<file path="src/rtl/crc_serial_engine.sv">
// -----------------------------------------------------------------------------
// crc_serial_engine
//
// Bit-serial CRC engine. In generate mode it runs the message through the CRC
// register and then shifts the remainder out MSB first. In check mode it runs
// the message followed by the received CRC bits through the register; a zero
// remainder means the frame is intact.
//
// Build option:
//   CRC_CTRL_POLY_EN  when defined, adds input ctrl_poly; the polynomial used
//                     for a frame is taken from it at start instead of POLY.
//
// Parameters:
//   CRC_W   CRC width in bits (2..32)
//   POLY    generator polynomial, implicit x^CRC_W term omitted
//   INIT    register preset loaded on start
//   LEN_W   width of the message-length field
//
// Ports:
//   clk            rising-edge clock
//   rst            synchronous active-high reset
//   start          begin a frame (only honoured in IDLE)
//   mode           0 = generate, 1 = check (sampled with start)
//   msg_len        number of message bits (sampled with start)
//   abort          cancel the current frame, back to IDLE without done
//   data_in        serial data, MSB first
//   data_valid     data_in is valid
//   ctrl_poly      per-frame polynomial (CRC_CTRL_POLY_EN builds only)
//   data_ready     engine accepts a bit this cycle (SHIFT and CHECK)
//   crc_out_bit    appended CRC bit, MSB first
//   crc_out_valid  crc_out_bit is valid
//   crc_seq        final remainder of the last completed frame
//   busy           high in every state except IDLE
//   done           one-cycle end-of-frame pulse
//   crc_error      check-mode result (nonzero remainder), held until next start
//   dbg_state      current FSM state encoding, for observation only
//
// Handshake: a serial bit is transferred on a rising edge where both
// data_valid and data_ready are high; data_valid may be dropped for any number
// of cycles and the engine simply waits. crc_out_bit is presented whenever
// crc_out_valid is high and has no back-pressure.
// -----------------------------------------------------------------------------
module crc_serial_engine #(
    parameter int               CRC_W = 4,
    parameter logic [CRC_W-1:0] POLY  = 4'b0011,
    parameter logic [CRC_W-1:0] INIT  = '0,
    parameter int               LEN_W = 8
) (
    input  logic             clk,
    input  logic             rst,
    input  logic             start,
    input  logic             mode,
    input  logic [LEN_W-1:0] msg_len,
    input  logic             abort,
    input  logic             data_in,
    input  logic             data_valid,
`ifdef CRC_CTRL_POLY_EN
    input  logic [CRC_W-1:0] ctrl_poly,
`endif
    output logic             data_ready,
    output logic             crc_out_bit,
    output logic             crc_out_valid,
    output logic [CRC_W-1:0] crc_seq,
    output logic             busy,
    output logic             done,
    output logic             crc_error,
    output logic [2:0]       dbg_state
);

    typedef enum logic [2:0] {
        S_IDLE   = 3'd0,
        S_SHIFT  = 3'd1,
        S_APPEND = 3'd2,
        S_CHECK  = 3'd3,
        S_DONE   = 3'd4
    } state_t;

    state_t           r_state;
    logic [CRC_W-1:0] r_crc;
    logic [CRC_W-1:0] r_rem;      // remainder captured at SHIFT exit (generate)
    logic [CRC_W-1:0] r_seq;
    logic [LEN_W-1:0] r_len;
    logic [LEN_W-1:0] r_cnt;      // message bits accepted so far
    logic [5:0]       r_tail;     // CRC bits emitted (APPEND) or accepted (CHECK)
    logic             r_mode;
    logic             r_ready;
    logic             r_out_bit;
    logic             r_out_valid;
    logic             r_busy;
    logic             r_done;
    logic             r_err;

    logic [CRC_W-1:0] w_poly;
    logic             w_accept;
    logic             w_fb;
    logic [CRC_W-1:0] w_crc_next;
    logic             w_last_msg;
    logic             w_last_tail;

`ifdef CRC_CTRL_POLY_EN
    logic [CRC_W-1:0] r_poly;

    always_ff @(posedge clk) begin
        if (rst) begin
            r_poly <= POLY;
        end else if (r_state == S_IDLE && start && !abort) begin
            r_poly <= ctrl_poly;
        end
    end

    assign w_poly = r_poly;
`else
    assign w_poly = POLY;
`endif

    assign w_accept    = data_valid && r_ready;
    assign w_fb        = r_crc[CRC_W-1] ^ data_in;
    assign w_crc_next  = {r_crc[CRC_W-2:0], 1'b0} ^ (w_fb ? w_poly : '0);
    assign w_last_msg  = (r_cnt + LEN_W'(1)) == r_len;
    assign w_last_tail = r_tail == 6'(CRC_W - 1);

    always_ff @(posedge clk) begin
        if (rst) begin
            r_state     <= S_IDLE;
            r_crc       <= '0;
            r_rem       <= '0;
            r_seq       <= '0;
            r_len       <= '0;
            r_cnt       <= '0;
            r_tail      <= '0;
            r_mode      <= 1'b0;
            r_ready     <= 1'b0;
            r_out_bit   <= 1'b0;
            r_out_valid <= 1'b0;
            r_busy      <= 1'b0;
            r_done      <= 1'b0;
            r_err       <= 1'b0;
        end else if (abort && r_state != S_IDLE) begin
            // Drop the frame; crc_seq and crc_error keep the last result.
            r_state     <= S_IDLE;
            r_ready     <= 1'b0;
            r_out_bit   <= 1'b0;
            r_out_valid <= 1'b0;
            r_busy      <= 1'b0;
            r_done      <= 1'b0;
        end else begin
            case (r_state)
                S_IDLE: begin
                    r_done <= 1'b0;
                    if (start && !abort) begin
                        r_crc  <= INIT;
                        r_mode <= mode;
                        r_len  <= msg_len;
                        r_cnt  <= '0;
                        r_tail <= '0;
                        r_err  <= 1'b0;
                        r_busy <= 1'b1;
                        if (msg_len != '0) begin
                            r_state <= S_SHIFT;
                            r_ready <= 1'b1;
                        end else if (mode) begin
                            r_state <= S_CHECK;
                            r_ready <= 1'b1;
                        end else begin
                            // Empty message: the remainder is the preset itself.
                            r_state     <= S_APPEND;
                            r_rem       <= INIT;
                            r_out_valid <= 1'b1;
                            r_out_bit   <= INIT[CRC_W-1];
                        end
                    end
                end

                S_SHIFT: begin
                    if (w_accept) begin
                        r_crc <= w_crc_next;
                        r_cnt <= r_cnt + LEN_W'(1);
                        if (w_last_msg) begin
                            r_tail <= '0;
                            if (r_mode) begin
                                r_state <= S_CHECK;
                            end else begin
                                r_state     <= S_APPEND;
                                r_ready     <= 1'b0;
                                r_rem       <= w_crc_next;
                                r_out_valid <= 1'b1;
                                r_out_bit   <= w_crc_next[CRC_W-1];
                            end
                        end
                    end
                end

                S_APPEND: begin
                    // The output register always shows the MSB of r_crc, so the
                    // next bit out is the one about to shift into the MSB.
                    r_crc  <= {r_crc[CRC_W-2:0], 1'b0};
                    r_tail <= r_tail + 6'd1;
                    if (w_last_tail) begin
                        r_state     <= S_DONE;
                        r_out_valid <= 1'b0;
                        r_out_bit   <= 1'b0;
                        r_done      <= 1'b1;
                        r_seq       <= r_rem;
                        r_err       <= 1'b0;
                    end else begin
                        r_out_bit <= r_crc[CRC_W-2];
                    end
                end

                S_CHECK: begin
                    if (w_accept) begin
                        r_crc  <= w_crc_next;
                        r_tail <= r_tail + 6'd1;
                        if (w_last_tail) begin
                            r_state <= S_DONE;
                            r_ready <= 1'b0;
                            r_done  <= 1'b1;
                            r_seq   <= w_crc_next;
                            r_err   <= |w_crc_next;
                        end
                    end
                end

                S_DONE: begin
                    r_state <= S_IDLE;
                    r_done  <= 1'b0;
                    r_busy  <= 1'b0;
                end

                default: begin
                    r_state     <= S_IDLE;
                    r_ready     <= 1'b0;
                    r_out_valid <= 1'b0;
                    r_out_bit   <= 1'b0;
                    r_busy      <= 1'b0;
                    r_done      <= 1'b0;
                end
            endcase
        end
    end

    assign data_ready    = r_ready;
    assign crc_out_bit   = r_out_bit;
    assign crc_out_valid = r_out_valid;
    assign crc_seq       = r_seq;
    assign busy          = r_busy;
    assign done          = r_done;
    assign crc_error     = r_err;
    assign dbg_state     = r_state;

endmodule

</file>
<file path="config.mk">
export PLATFORM = sky130hd
export DESIGN_NAME = crc_serial_engine
export DESIGN_NICKNAME = d
export VERILOG_FILES = /design/src/rtl/crc_serial_engine.sv
export SDC_FILE = /design/constraint.sdc
export NUM_CORES = 1
export LEC_CHECK = 0
export ABC_AREA = 1
export BUFFER_PORTS_ARGS = -buffer_cell sky130_fd_sc_hd__buf_2
export CORE_MARGIN = 8
export CORE_UTILIZATION = 52
export CTS_BUF_LIST = sky130_fd_sc_hd__clkbuf_8
export DETAILED_ROUTE_END_ITERATION = 10
export PLACE_DENSITY = 0.71
export SYNTH_ARGS = -nofsm -noshare
export SYNTH_HDL_FRONTEND = slang
export SYNTH_SLANG_ARGS = --single-unit
</file>
<file path="constraint.sdc">
create_clock -name clk -period 2.8 [get_ports clk]
set_input_delay 0.14 -clock clk [delete_from_list [all_inputs] [get_ports clk]]
set_output_delay 0.14 -clock clk [all_outputs]
set_load 0.02 [all_outputs]
</file>
# ---- Word-level counts from Yosys, hierarchy flattened
# Index checks and enable logic that the tools add are counted.
dict set report op_classes {
  bitwise 7
  magnitude_cmp 0
  div 0
  shift 0
  muxes 65
  n_mul 0
  n_reduce_logical 31
  eq_ne 17
  addsub 2
}
# operator count
set op_table {}
lappend op_table {{$mux 4} 11}
lappend op_table {{$mux 1} 29}
lappend op_table {{$mux 6} 4}
lappend op_table {{$pmux 6 s4} 1}
lappend op_table {{$reduce_and 8->1} 3}
lappend op_table {{$ne 2x2->1 const B} 9}
lappend op_table {{$mux 8} 2}
lappend op_table {{$pmux 4 s2} 2}
lappend op_table {{$pmux 8 s2} 1}
lappend op_table {{$mux 3} 5}
lappend op_table {{$pmux 1 s4} 3}
lappend op_table {{$pmux 3 s4} 1}
lappend op_table {{$pmux 4 s3} 1}
lappend op_table {{$reduce_and 4->1} 3}
lappend op_table {{$reduce_and 6->1} 2}
lappend op_table {{$reduce_bool 3->1} 3}
lappend op_table {{$add 8x1->8 const B} 1}
lappend op_table {{$eq 8x8->1} 1}
lappend op_table {{$reduce_bool 8->1} 1}
lappend op_table {{$reduce_or 2->1} 4}
lappend op_table {{$reduce_and 7->1} 1}
lappend op_table {{$add 6x1->6 const B} 1}
lappend op_table {{$eq 3x2->1 const B} 2}
lappend op_table {{$eq 6x2->1 const B} 1}
lappend op_table {{other kinds (20)} 30}
dict set report word_totals {
  wordCells 136
  memories 0
  output_inout_bits 13
  ram_bits 0
  ff_bits 44
  mem_bits_ro 0
  latchBits 0
}

# ---- Logic depth before layout (Yosys ltp)
# Gate-level depths: netlist of run 1.
dict set report depth {
  depth_word 7
  depth_mapped 16
  depth_no_buf 15
}

# ---- Worst setup path after synthesis of run 1
# Ideal clock, no wire load.
dict set report synth_timing {
  path_kind {flip-flop to flip-flop}
  startpoint {register r_cnt[0]}
  endpoint {register r_rem[0]}
  t_arrival_ns 1.557
  period_less_slack_ns 1.672
  n_path_buf 1
  setup_slack_ns 1.128
  stages_incl_launch_ff 14
  setup_ns 0.115
  cell_sequence {dfxtp_1 ha_1 nand2_1 nor2_4 nand2_1 nand3b_1 nand3_1 nor2_1 nand3_1 nand2_1 buf_6 nand2_4 o21ai_1 nor2_1}
}
dict set report synth_via {
  elab_chain_len 4
}
# element line_no
set synth_rtl {}
lappend synth_rtl {{from (decl)} 83} ;# logic [LEN_W-1:0] r_cnt;
lappend synth_rtl {{from (signal assigned)} 177} ;# r_cnt <= r_cnt + LEN_W'(1);
lappend synth_rtl {{$add 8x1->8} 119} ;# assign w_last_msg = (r_cnt + LEN_W'(1)) == r_len;
lappend synth_rtl {{$eq 8x8->1} 119}
lappend synth_rtl {{$ne 2x2->1 (no line)} n/a}
lappend synth_rtl {{$reduce_and 8->1 (no line)} n/a}
lappend synth_rtl {{to (signal assigned)} 185} ;# r_rem <= w_crc_next;
lappend synth_rtl {{to (decl)} 80} ;# logic [CRC_W-1:0] r_rem;
# No other way between the ends.
# A chain may end at the register's enable or synchronous reset.

# ---- Final worst setup path of run 1
dict set report layout_timing {
  startpoint {register r_cnt[0]}
  endpoint {register r_tail[0]}
}
dict set report layout_via {
  elab_chain_len 4
}
# element line_no
set layout_rtl {}
lappend layout_rtl {{$add 8x1->8} 119}
lappend layout_rtl {{$eq 8x8->1} 119}
lappend layout_rtl {{$ne 2x2->1 (no line)} n/a}
lappend layout_rtl {{$reduce_and 6->1 (no line)} n/a}
lappend layout_rtl {{to (signal assigned)} 197} ;# r_tail <= r_tail + 6'd1;
lappend layout_rtl {{to (signal assigned)} 213} ;# r_tail <= r_tail + 6'd1;
lappend layout_rtl {{to (decl)} 84} ;# logic [5:0] r_tail;
# No other way between the ends.

==> flow_metrics.py, run 1 <==
metrics = {
    "yosys": {
        "synthArstFlopShare_pct": 0,
        "ys_ff_latch": 44,
        "synth_cells": 378,
        "netlist_top_cells_area": "dfxtp_1 (36%), nand2_1 (12%), nor2_1 (8.1%), inv_1 (7.9%), nand3_1 (6.7%)",
        "ys_top_cells_by_count": "nand2_1 (76), nor2_1 (53), inv_1 (52), dfxtp_1 (44), nand3_1 (33)",
        "yosysWarningCount": 0,
        "synth_edf_count": 0,
        "yosysMostFrequentCell": "nand2_1",
        "netlist_area_um2": 2470,
        "synth_cell_type_count": 29,
        "syn-num-nets": 396,
        "yosysSeqAreaShare_pct": 35.7,
        "synthFlopType": "dfxtp_1",
        "synth_top_area_share_pct": 35.7,
        "yosysTopAreaCell": "dfxtp_1",
        "synth_area_per_cell_um2": 6.52,
    },
    "detailed_routing": {
        "postRouteAntennaNets": 0,
        "post_drt_wl_per_cell_um": 12.9,
        "drt_iter0_drc": 194,
        "drc_errors": 0,
        "num_vias": 2464,
        "drtPass1Iterations": 4,
        "drt-total-wl_um": 5970,
        "viasPerCell": 5.33,
    },
    "global_route": {
        "grt_start_max_net_pins": 24,
        "grt_util_all_layers_pct": 17.2,
        "grt-ovfl-total": 0,
        "grt_pass1_vias": 2303,
        "antenna_found_initial": 0,
        "grt_first_pass_wirelength_um": 10300,
    },
    "critical_path": {
        "start_kind": "flop",
        "critPathRequiredTime_ns": 2.97,
        "r2r_setup_slack_ns": 0.68,
        "critical_path_arrival_ns": 2.29,
        "reg2reg_depth": 13,
        "crit_type": "reg2reg",
        "cp-end-kind": "flop",
        "crit_fanout": 16,
    },
    "clocking": {
        "cts_num_sinks": 44,
        "tritoncts": "yes",
        "ctsResizeCount": 0,
        "htree_num_levels": 2,
        "hold_buffers": 0,
        "cts_buffer_depth": 2,
        "clkTransAtPathRegs_ns": 0.09,
        "cts_buffers": 5,
        "clkLatencyLatePin_ns": 0.30,
        "post-cts-setup-buffers": 0,
        "cts_root_buffer": "clkbuf_8",
    },
    "placed_design": {
        "hpwl_um": 4570,
        "portBuffers": 27,
        "place_congestion": 0.938,
    },
    "layout": {
        "area_delta_synth_final_pct": 11.1,
        "n_antenna_cell": 0,
        "fillCellCount": 452,
        "drive_gt1_share_pct": 14.2,
        "fin_nets": 426,
    },
    "power_and_ir_drop": {
        "cellPowerDensity_nw_per_um2": 888,
        "p_total_mw": 2.43,
        "power_leakage_nw": 1.22,
        "ir_worst_vdd_mv": 0.595,
    },
    "die": {
        "num_io_pins": 28,
        "die_w_um": 84.9,
        "die_area_um2": 7200,
        "die_h_um": 84.9,
        "initial_core_util_pct": 52.9,
        "coreArea_um2": 4660,
        "rows": 25,
    },
    "status": {
        "status": "finished, final reports clean",
    },
    "sta": {
        "rsz0062_at_grt": "false",
        "setup_viol": 0,
        "hold_viol": 0,
        "drv_slew": 0,
        "period_minus_slack_ns": 2.12,
        "fmax_mhz": 471,
        "period_share_pct": 75.8,
        "tns_ns": 0,
        "fin_skew_ns": 0.00894,
        "worst_pin_slew_ns": 0.472,
        "relSlewSlack_pct": 68.6,
    },
    "run": {
        "maxCapViolations": 0,
    },
    "min_path": {
        "hp-class": "in2reg",
        "min_delay_path_depth": 3,
    },
}
## state kept, by name, summed over array words and instances, names as in the netlist
| signal | flops |
|---|---|
| r_mode | 1 |
| data_ready | 1 |
| r_len | 8 |
| r_cnt | 8 |
| busy | 1 |
| r_rem | 4 |
| done | 1 |
| crc_out_bit | 1 |
| crc_error | 1 |
| r_tail | 6 |
| r_crc | 4 |
| crc_seq | 4 |
| crc_out_valid | 1 |
| dbg_state | 3 |
## critical path, cell delays in order (launching register included)
cell      delay (ns)
dfxtp_1         0.39
ha_1            0.21
nand2_1         0.14
nor2_4          0.13
nand2_1         0.08
nand3b_1        0.09
nand3_1         0.07
nor2_1          0.10
nand3_1         0.08
nand2_1         0.19
buf_4           0.26
nand2_2         0.12
nand2_1         0.08
a21oi_1         0.06
## final timing paths
path | to | start
setup / recovery | r_tail[0] | r_cnt[0]
hold / removal | r_len[0] | msg_len[0]
setup reg to reg | r_tail[0] | r_cnt[0]
hold reg to reg | crc_seq[2] | crc_seq[2]
## layer usage
metal  global-route usage (%)  share of wire [%]  vias to the layer above
met1                     22.7                 51                     1110
li1                         -                  -                     1295
met3                     3.86                4.7                        4
met2                     27.6                 44                       55
met5                        0                  0                        -
met4                     4.37               0.59                        0
## cell type report
cell class                      instances  area, µm²  area share [%]
Multi-Input combinational cell        268       1320            48.3
Timing Repair Buffer                   32        173            6.30
Clock inverter                          2       12.5           0.457
Clock buffer                            5       68.8            2.51
Tap cell                               54       67.6            2.47
Inverter                               57        214            7.81
Sequential cell                        44        881            32.2
## per-stage QoR
| step | setup WS (ns) | std cells | hold WS, ns | utilization [%] | instance area [µm²] |
|---|---|---|---|---|---|
| final | 0.677 | 462 | 0.0726 | 58.8 | 2740 |
| after global routing | 0.451 | 462 | 0.0775 | 58.8 | 2740 |
| after CTS | 0.683 | 462 | 0.0676 | 58.8 | 2740 |
| after detailed placement | 0.710 | 455 | 0.386 | 57.0 | 2660 |
| after global placement | 0.816 | 455 | 0.382 | 57.0 | 2660 |
| after floorplan | 1.13 | 378 | 0.218 | - | 2470 |
## cells by family (layout without fill, tap and decap cells)
logic type / Yosys count / count (layout) / synth area share, %
buf+inv: 66 / 96 / 10.7
xor+xnor: 3 / 3 / 1.07
flops: 44 / 44 / 35.7
fa+ha+maj: 3 / 3 / 1.52
compound gates: 71 / 71 / 16.3
simple gates: 191 / 191 / 34.7
## report_power, final
part	switching (mW)	internal [mW]	total [mW]
clock network	0.219	0.169	0.388
logic	0.819	0.390	1.21
registers	0.0909	0.745	0.836
## cells in the final DEF (no fill, tap or decap), drive strengths merged
| cell type | netlist | layout |
|---|---|---|
| a211oi | 14 | 14 |
| a21oi | 29 | 29 |
| a31oi | 4 | 4 |
| buf | 4 | 32 |
| clkbuf | 5 | 5 |
| clkinv | 0 | 1 |
| clkinvlp | 0 | 1 |
| dfxtp | 44 | 44 |
| ha | 3 | 3 |
| inv | 57 | 57 |
| nand2 | 80 | 80 |
| nand3 | 34 | 34 |
| nand3b | 4 | 4 |
| nand4 | 8 | 8 |
| nor2 | 62 | 62 |
| nor3 | 3 | 3 |
| o211ai | 1 | 1 |
| o21ai | 21 | 21 |
| o21bai | 2 | 2 |
| xnor2 | 2 | 2 |
| xor2 | 1 | 1 |
Power figures use the tool's default switching activity.
==> inputs of run 2 (changes only) <==
==> constraint.sdc (replaced) <==
create_clock -name clk -period 2 [get_ports clk]
set_input_delay 0.1 -clock clk [delete_from_list [all_inputs] [get_ports clk]]
set_output_delay 0.1 -clock clk [all_outputs]
set_load 0.02 [all_outputs]
==> run 2 against run 1 <==
Combinational power increased by 50%. Design area increased by 3.9%. Largest cell class unchanged. Core utilization up 2.3 points. First-iteration DRC count up 13%. Clock power rose by 73%. Sequential share of layout area down 1.1 points. Non-clock buffer count up 6. Register-to-register slack worse by 0.53 ns. Final cell count up 1.5%.
==> flow_metrics.py, run 2 (synthesis results as in run 1) <==
metrics = {
    "placed_design": {
        "dp.cells": 461,
        "portBuffers": 27,
        "hpwl_um": 4610,
        "place_congestion": 0.949,
    },
    "detailed_routing": {
        "drt_iter0_drc": 219,
        "drtPass1Iterations": 5,
        "viasPerCell": 5.30,
        "drc_errors": 0,
        "post_drt_wl_per_cell_um": 13.0,
        "drt-total-wl_um": 6120,
        "num_vias": 2487,
        "postRouteAntennaNets": 0,
    },
    "sta": {
        "worst_pin_slew_ns": 0.431,
        "fmax_mhz": 541,
        "fin_skew_ns": 0.0125,
        "period_minus_slack_ns": 1.85,
        "period_share_pct": 92.5,
        "whs_ns": 0.0395,
        "rsz0062_at_grt": "false",
        "relSlewSlack_pct": 71.2,
        "setup_viol": 0,
        "tns_ns": 0,
        "drv_slew": 0,
        "hold_viol": 0,
    },
    "global_route": {
        "grt_first_pass_wirelength_um": 10300,
        "grt-ovfl-total": 0,
        "antenna_found_initial": 0,
        "grt_util_all_layers_pct": 17.4,
        "grt_pass1_vias": 2273,
        "grt_start_max_net_pins": 21,
    },
    "clocking": {
        "clkLatencyLatePin_ns": 0.30,
        "tritoncts": "yes",
        "clkTransAtPathRegs_ns": 0.08,
        "htree_num_levels": 2,
        "hold_buffers": 0,
        "cts_buffers": 5,
        "cts_root_buffer": "clkbuf_8",
        "post-cts-setup-buffers": 0,
        "cts_num_sinks": 44,
        "ctsResizeCount": 0,
        "cts_buffer_depth": 2,
    },
    "critical_path": {
        "start_kind": "flop",
        "cp-end-kind": "flop",
        "r2r-start": "r_cnt[0]",
        "cp_num_buf_inv": 1,
        "cpMostUsedCell": "nand2_1",
        "slowest_delay_ns": 0.37,
        "setup.worst_path.start": "r_cnt[0]",
        "crit_type": "reg2reg",
        "r2r_setup_slack_ns": 0.15,
        "crit_slowest_cell": "dfxtp_2",
        "crit_fanout": 20,
        "worstPathCellList": "ha_2, nand3_1, nor2_2, nand2_1, nand2_1, nor2_1, nor2_1, nand3_1, nand2_1, buf_12, nand2_4, nand2_1, nand2_1, nor2_1",
        "critPathTopFamily": "simple AND/OR/NAND/NOR gates",
        "critPathRequiredTime_ns": 2.23,
        "critical_path_arrival_ns": 2.08,
        "reg2reg_depth": 14,
        "worst_r2r_endpoint": "r_rem[1]",
    },
    "power_and_ir_drop": {
        "power_leakage_nw": 1.28,
        "p_total_mw": 3.66,
        "cellPowerDensity_nw_per_um2": 1290,
        "ir_worst_vdd_mv": 1.00,
    },
    "status": {
        "status": "finished, final reports clean",
    },
    "layout": {
        "n_antenna_cell": 0,
        "drive_gt1_share_pct": 16.9,
        "layout_commonest_cell": "nand2_1",
        "area_delta_synth_final_pct": 15.4,
        "fin_nets": 432,
        "utilization_pct": 61.0,
        "reg_top3": "r_cnt x8, r_len x8, r_tail x6",
        "fillCellCount": 434,
        "finalNonFillerCells": 469,
        "final_cell_mix": "nand2_1 (75), nor2_1 (53), inv_1 (52), dfxtp_1 (42), nand3_1 (32)",
    },
    "min_path": {
        "hp-start": "msg_len[4]",
        "holdPathEnd": "r_len[4]",
        "hp-class": "in2reg",
        "min_delay_path_depth": 3,
    },
    "die": {
        "die_w_um": 84.9,
        "coreArea_um2": 4660,
        "die_h_um": 84.9,
        "num_io_pins": 28,
        "die_area_um2": 7200,
        "rows": 25,
        "initial_core_util_pct": 52.9,
    },
    "run": {
        "maxCapViolations": 0,
    },
}
[run 2: cell type report]
| class | instances | area, µm² | area share (%) |
|---|---|---|---|
| flip-flops and latches | 44 | 883 | 31.0 |
| clock buffers | 5 | 68.8 | 2.42 |
| well taps | 54 | 67.6 | 2.37 |
| inverters | 57 | 214 | 7.52 |
| multi-input cells | 268 | 1340 | 47.2 |
| repair buffers | 38 | 230 | 8.09 |
| clock inverters | 3 | 38.8 | 1.36 |
[run 2: power breakdown]
part | internal [mW] | leakage [nW] | switching [mW]
registers | 1.04 | 0.359 | 0.134
logic | 0.633 | 0.860 | 1.18
clock network | 0.366 | 0.0593 | 0.305
total | 2.04 | 1.28 | 1.62
[run 2: worst max path at each step]
stage	to	slack, ns	cells past startpoint
after global routing	r_rem[1]	0.005	13
after CTS	r_rem[1]	0.09	14
final	r_rem[1]	0.15	14
after detailed placement	r_rem[1]	0.13	13
after floorplan	r_rem[0]	0.33	13
after global placement	r_rem[0]	0.15	10
[run 2: worst min-delay path: cells and delay by family]
kind | cells | cell delay (ns)
and+or+nand+nor | 2 | 0.12
buffers and inverters | 1 | 0.09
[run 2: per-layer routing]
| layer | share of wire (%) | global-route usage [%] |
|---|---|---|
| met5 | 0 | 0 |
| met3 | 4.2 | 4.63 |
| met2 | 45 | 27.1 |
| met4 | 1.2 | 5.50 |
| met1 | 50 | 22.8 |
[run 2: metrics by stage]
stage,cell area (µm²),worst slack [ns]
5_1_grt,2850,0.00466
3_5_place_dp,2720,0.129
4_1_cts,2820,0.0923
6_report,2850,0.151
2_1_floorplan,2470,0.328
3_3_place_gp,2720,0.150
==> inputs of run 3 (changes only) <==
--- a/config.mk
+++ b/config.mk
@@ -5,13 +5,12 @@
 export SDC_FILE = /design/constraint.sdc
 export NUM_CORES = 1
 export LEC_CHECK = 0
-export ABC_AREA = 1
 export BUFFER_PORTS_ARGS = -buffer_cell sky130_fd_sc_hd__buf_2
 export CORE_MARGIN = 8
-export CORE_UTILIZATION = 52
+export CORE_UTILIZATION = 50
 export CTS_BUF_LIST = sky130_fd_sc_hd__clkbuf_8
 export DETAILED_ROUTE_END_ITERATION = 10
-export PLACE_DENSITY = 0.71
+export PLACE_DENSITY = 0.69
 export SYNTH_ARGS = -nofsm -noshare
 export SYNTH_HDL_FRONTEND = slang
 export SYNTH_SLANG_ARGS = --single-unit
==> run 3 against run 2 <==
The flow now finishes with violations (setup timing). Largest power group unchanged. Final cell count decreased by 5.5%. Combinational power decreased by 36%. First-iteration DRC count decreased by 35%. Global-route usage increased by 2.5 points. Maximum frequency decreased by 12%. Non-clock buffer count increased by 30. Wire length increased by 20%. Critical path type unchanged. Via count increased by 2.4%. Die area increased by 5.6%. Area after synthesis increased by 2.8%. Core utilization increased by 3.3 points. Worst hold slack improved by 0.010 ns.
==> flow_metrics.py, run 3 <==
metrics = {
    "status": {
        "status": "finished with violations",
        "violations": "setup timing",
    },
    "yosys": {
        "yosysWarningCount": 0,
        "synth_cells": 320,
        "synthArstFlopShare_pct": 0,
        "netlist_area_um2": 2530,
        "synth_cell_type_count": 58,
        "yosysTopAreaCell": "dfxtp_1",
        "synthFlopType": "dfxtp_1",
        "netlist_top_cells_area": "dfxtp_1 (35%), a21oi_1 (6.9%), nand2_1 (5.5%), nor2_1 (4.3%), nand3_1 (4.1%)",
        "yosysMostFrequentCell": "dfxtp_1",
        "synth_area_per_cell_um2": 7.92,
        "yosysSeqAreaShare_pct": 34.7,
        "syn-num-nets": 338,
        "ys_top_cells_by_count": "dfxtp_1 (44), nand2_1 (37), a21oi_1 (35), nor2_1 (29), nand3_1 (21)",
        "synth_edf_count": 0,
        "synth_top_area_share_pct": 34.7,
        "ys_ff_latch": 44,
    },
    "die": {
        "num_io_pins": 28,
        "initial_core_util_pct": 50.6,
        "die_w_um": 87.2,
        "rows": 26,
        "die_area_um2": 7600,
        "die_h_um": 87.2,
        "coreArea_um2": 5010,
    },
    "layout": {
        "area_delta_synth_final_pct": 27.2,
        "reg_top3": "r_cnt x8, r_len x8, r_tail x6",
        "fillCellCount": 478,
        "n_antenna_cell": 0,
        "fin_nets": 390,
        "drive_gt1_share_pct": 27.9,
        "layout_commonest_cell": "dfxtp_1",
        "fin_area_um2": 3220,
        "multiInputGateArea_um2": 1660,
        "seq_area_um2": 885,
        "final_cell_mix": "dfxtp_1 (41), nand2_1 (37), buf_4 (36), a21oi_1 (31), nor2_1 (29)",
    },
    "critical_path": {
        "critical_path_arrival_ns": 2.33,
        "cp_num_buf_inv": 3,
        "worst_r2r_endpoint": "r_tail[1]",
        "crit_fanout": 6,
        "r2r_setup_slack_ns": -0.09,
        "crit_type": "reg2reg",
        "critPathRequiredTime_ns": 2.24,
        "reg2reg_depth": 9,
        "cpMostUsedCell": "buf_6",
        "r2r-start": "r_cnt[1]",
        "crit_slowest_cell": "a2111oi_4",
        "cp-end-kind": "flop",
        "start_kind": "flop",
        "critPathTopFamily": "compound AO/OA/AOI/OAI gates",
        "slowest_delay_ns": 0.41,
        "worstPathCellList": "buf_6, and2_4, a31o_1, a2111oi_4, buf_4, o211ai_4, a21oi_2, buf_6, mux2i_1",
    },
    "sta": {
        "drv_slew": 0,
        "hold_viol": 0,
        "period_share_pct": 105,
        "fin_ws_ns": -0.0909,
        "rsz0062_at_grt": "true",
        "fin_skew_ns": 0.00927,
        "relSlewSlack_pct": 61.3,
        "tns_ns": -0.600,
        "period_minus_slack_ns": 2.09,
        "setup_viol": 11,
        "worst_pin_slew_ns": 0.581,
        "fmax_mhz": 478,
    },
    "detailed_routing": {
        "post_drt_wl_per_cell_um": 16.6,
        "viasPerCell": 5.75,
        "drtPass1Iterations": 4,
        "postRouteAntennaNets": 0,
        "drt-total-wl_um": 7370,
        "num_vias": 2546,
        "drt_iter0_drc": 142,
        "drc_errors": 0,
    },
    "clocking": {
        "hold_buffers": 0,
        "cts_buffers": 5,
        "htree_num_levels": 2,
        "clkTransAtPathRegs_ns": 0.09,
        "cts_buffer_depth": 2,
        "clkLatencyLatePin_ns": 0.30,
        "cts_num_sinks": 44,
        "tritoncts": "yes",
        "cts_root_buffer": "clkbuf_8",
    },
    "global_route": {
        "grt_start_max_net_pins": 32,
        "grt-ovfl-total": 0,
        "grt_util_all_layers_pct": 19.9,
        "antenna_found_initial": 0,
        "grt_pass1_vias": 2544,
        "grt_first_pass_wirelength_um": 12000,
    },
    "min_path": {
        "hp-start": "msg_len[0]",
        "min_delay_path_depth": 3,
        "holdPathEnd": "r_len[0]",
        "hp-class": "in2reg",
    },
    "power_and_ir_drop": {
        "cellPowerDensity_nw_per_um2": 895,
        "power_leakage_nw": 1.26,
        "ir_worst_vdd_mv": 0.607,
    },
    "placed_design": {
        "hpwl_um": 5280,
        "dp_slack_ns": -0.0909,
        "portBuffers": 27,
        "place_congestion": 0.911,
        "place_area_um2": 2960,
    },
    "run": {
        "maxCapViolations": 0,
    },
}
==> run 3: cells by family after synthesis <==
| logic type | after synthesis | synth area share (%) |
|---|---|---|
| AND/OR/NAND/NOR | 145 | 29.4 |
| AO/OA/AOI/OAI | 85 | 23.4 |
| flip-flops | 44 | 34.7 |
| buffers and inverters | 26 | 4.69 |
| XOR/XNOR | 10 | 3.46 |
| multiplexers | 7 | 2.76 |
| adder cells (fa/ha/maj) | 3 | 1.48 |
==> run 3: worst max-delay path by stage <==
stage,from,end,depth (start not counted)
after floorplan,r_cnt[0],dbg_state[0],8
after global placement,r_cnt[0],dbg_state[0],8
after detailed placement,r_cnt[0],r_rem[2],8
after CTS,r_cnt[0],dbg_state[0],7
after global routing,r_cnt[0],dbg_state[0],8
final,r_cnt[1],r_tail[1],9
==> run 3: report_power, final <==
| group | total, mW | internal (mW) | leakage, nW | switching, mW |
|---|---|---|---|---|
| Clock | 0.731 | 0.409 | 0.0614 | 0.322 |
| Sequential | 0.998 | 0.937 | 0.358 | 0.0618 |
| Combinational | 1.16 | 0.465 | 0.837 | 0.692 |
| Total | 2.89 | 1.81 | 1.26 | 1.08 |
==> run 3: cell type report <==
class	count	area share, %
clock buffers	6	2.56
clock inverters	2	1.20
inverters	3	0.349
multi-input cells	250	51.4
flip-flops and latches	44	27.4
well taps	70	2.72
repair buffers	68	14.3
==> run 3: repair_timing <==
action                     4_1_cts  5_1_grt
pin swaps                       10       10
hold endpoints to repair         0        0
buffers inserted                 3        1
setup endpoints to repair       13       18
gates cloned                     0        0
resized for setup                8       14
==> run 3: layer usage <==
layer | up-vias | track usage [%] | share of wire [%]
li1 | 1255 | - | -
met5 | - | 0 | 0
met2 | 71 | 35.8 | 52
met4 | 0 | 8.44 | 2.9
met1 | 1199 | 21.8 | 41
met3 | 21 | 4.34 | 4.6
==> run 3: stage by stage <==
step	hold WS, ns	total power, mW	instances	util, %
floorplan	0.247	1.70	320	-
global placement	0.365	2.05	431	59.0
detailed placement	0.374	2.05	431	59.0
CTS	0.0422	2.81	442	62.6
global route	0.0419	3.04	443	64.4
finish	0.0497	2.89	443	64.4
==> run 3: worst register-to-register path: stages, from the launching register on <==
cell and delay, ns:
dfxtp_2 0.34, buf_6 0.11, and2_4 0.15, a31o_1 0.22
a2111oi_4 0.41, buf_4 0.19, o211ai_4 0.11, a21oi_2 0.19
buf_6 0.14, mux2i_1 0.17
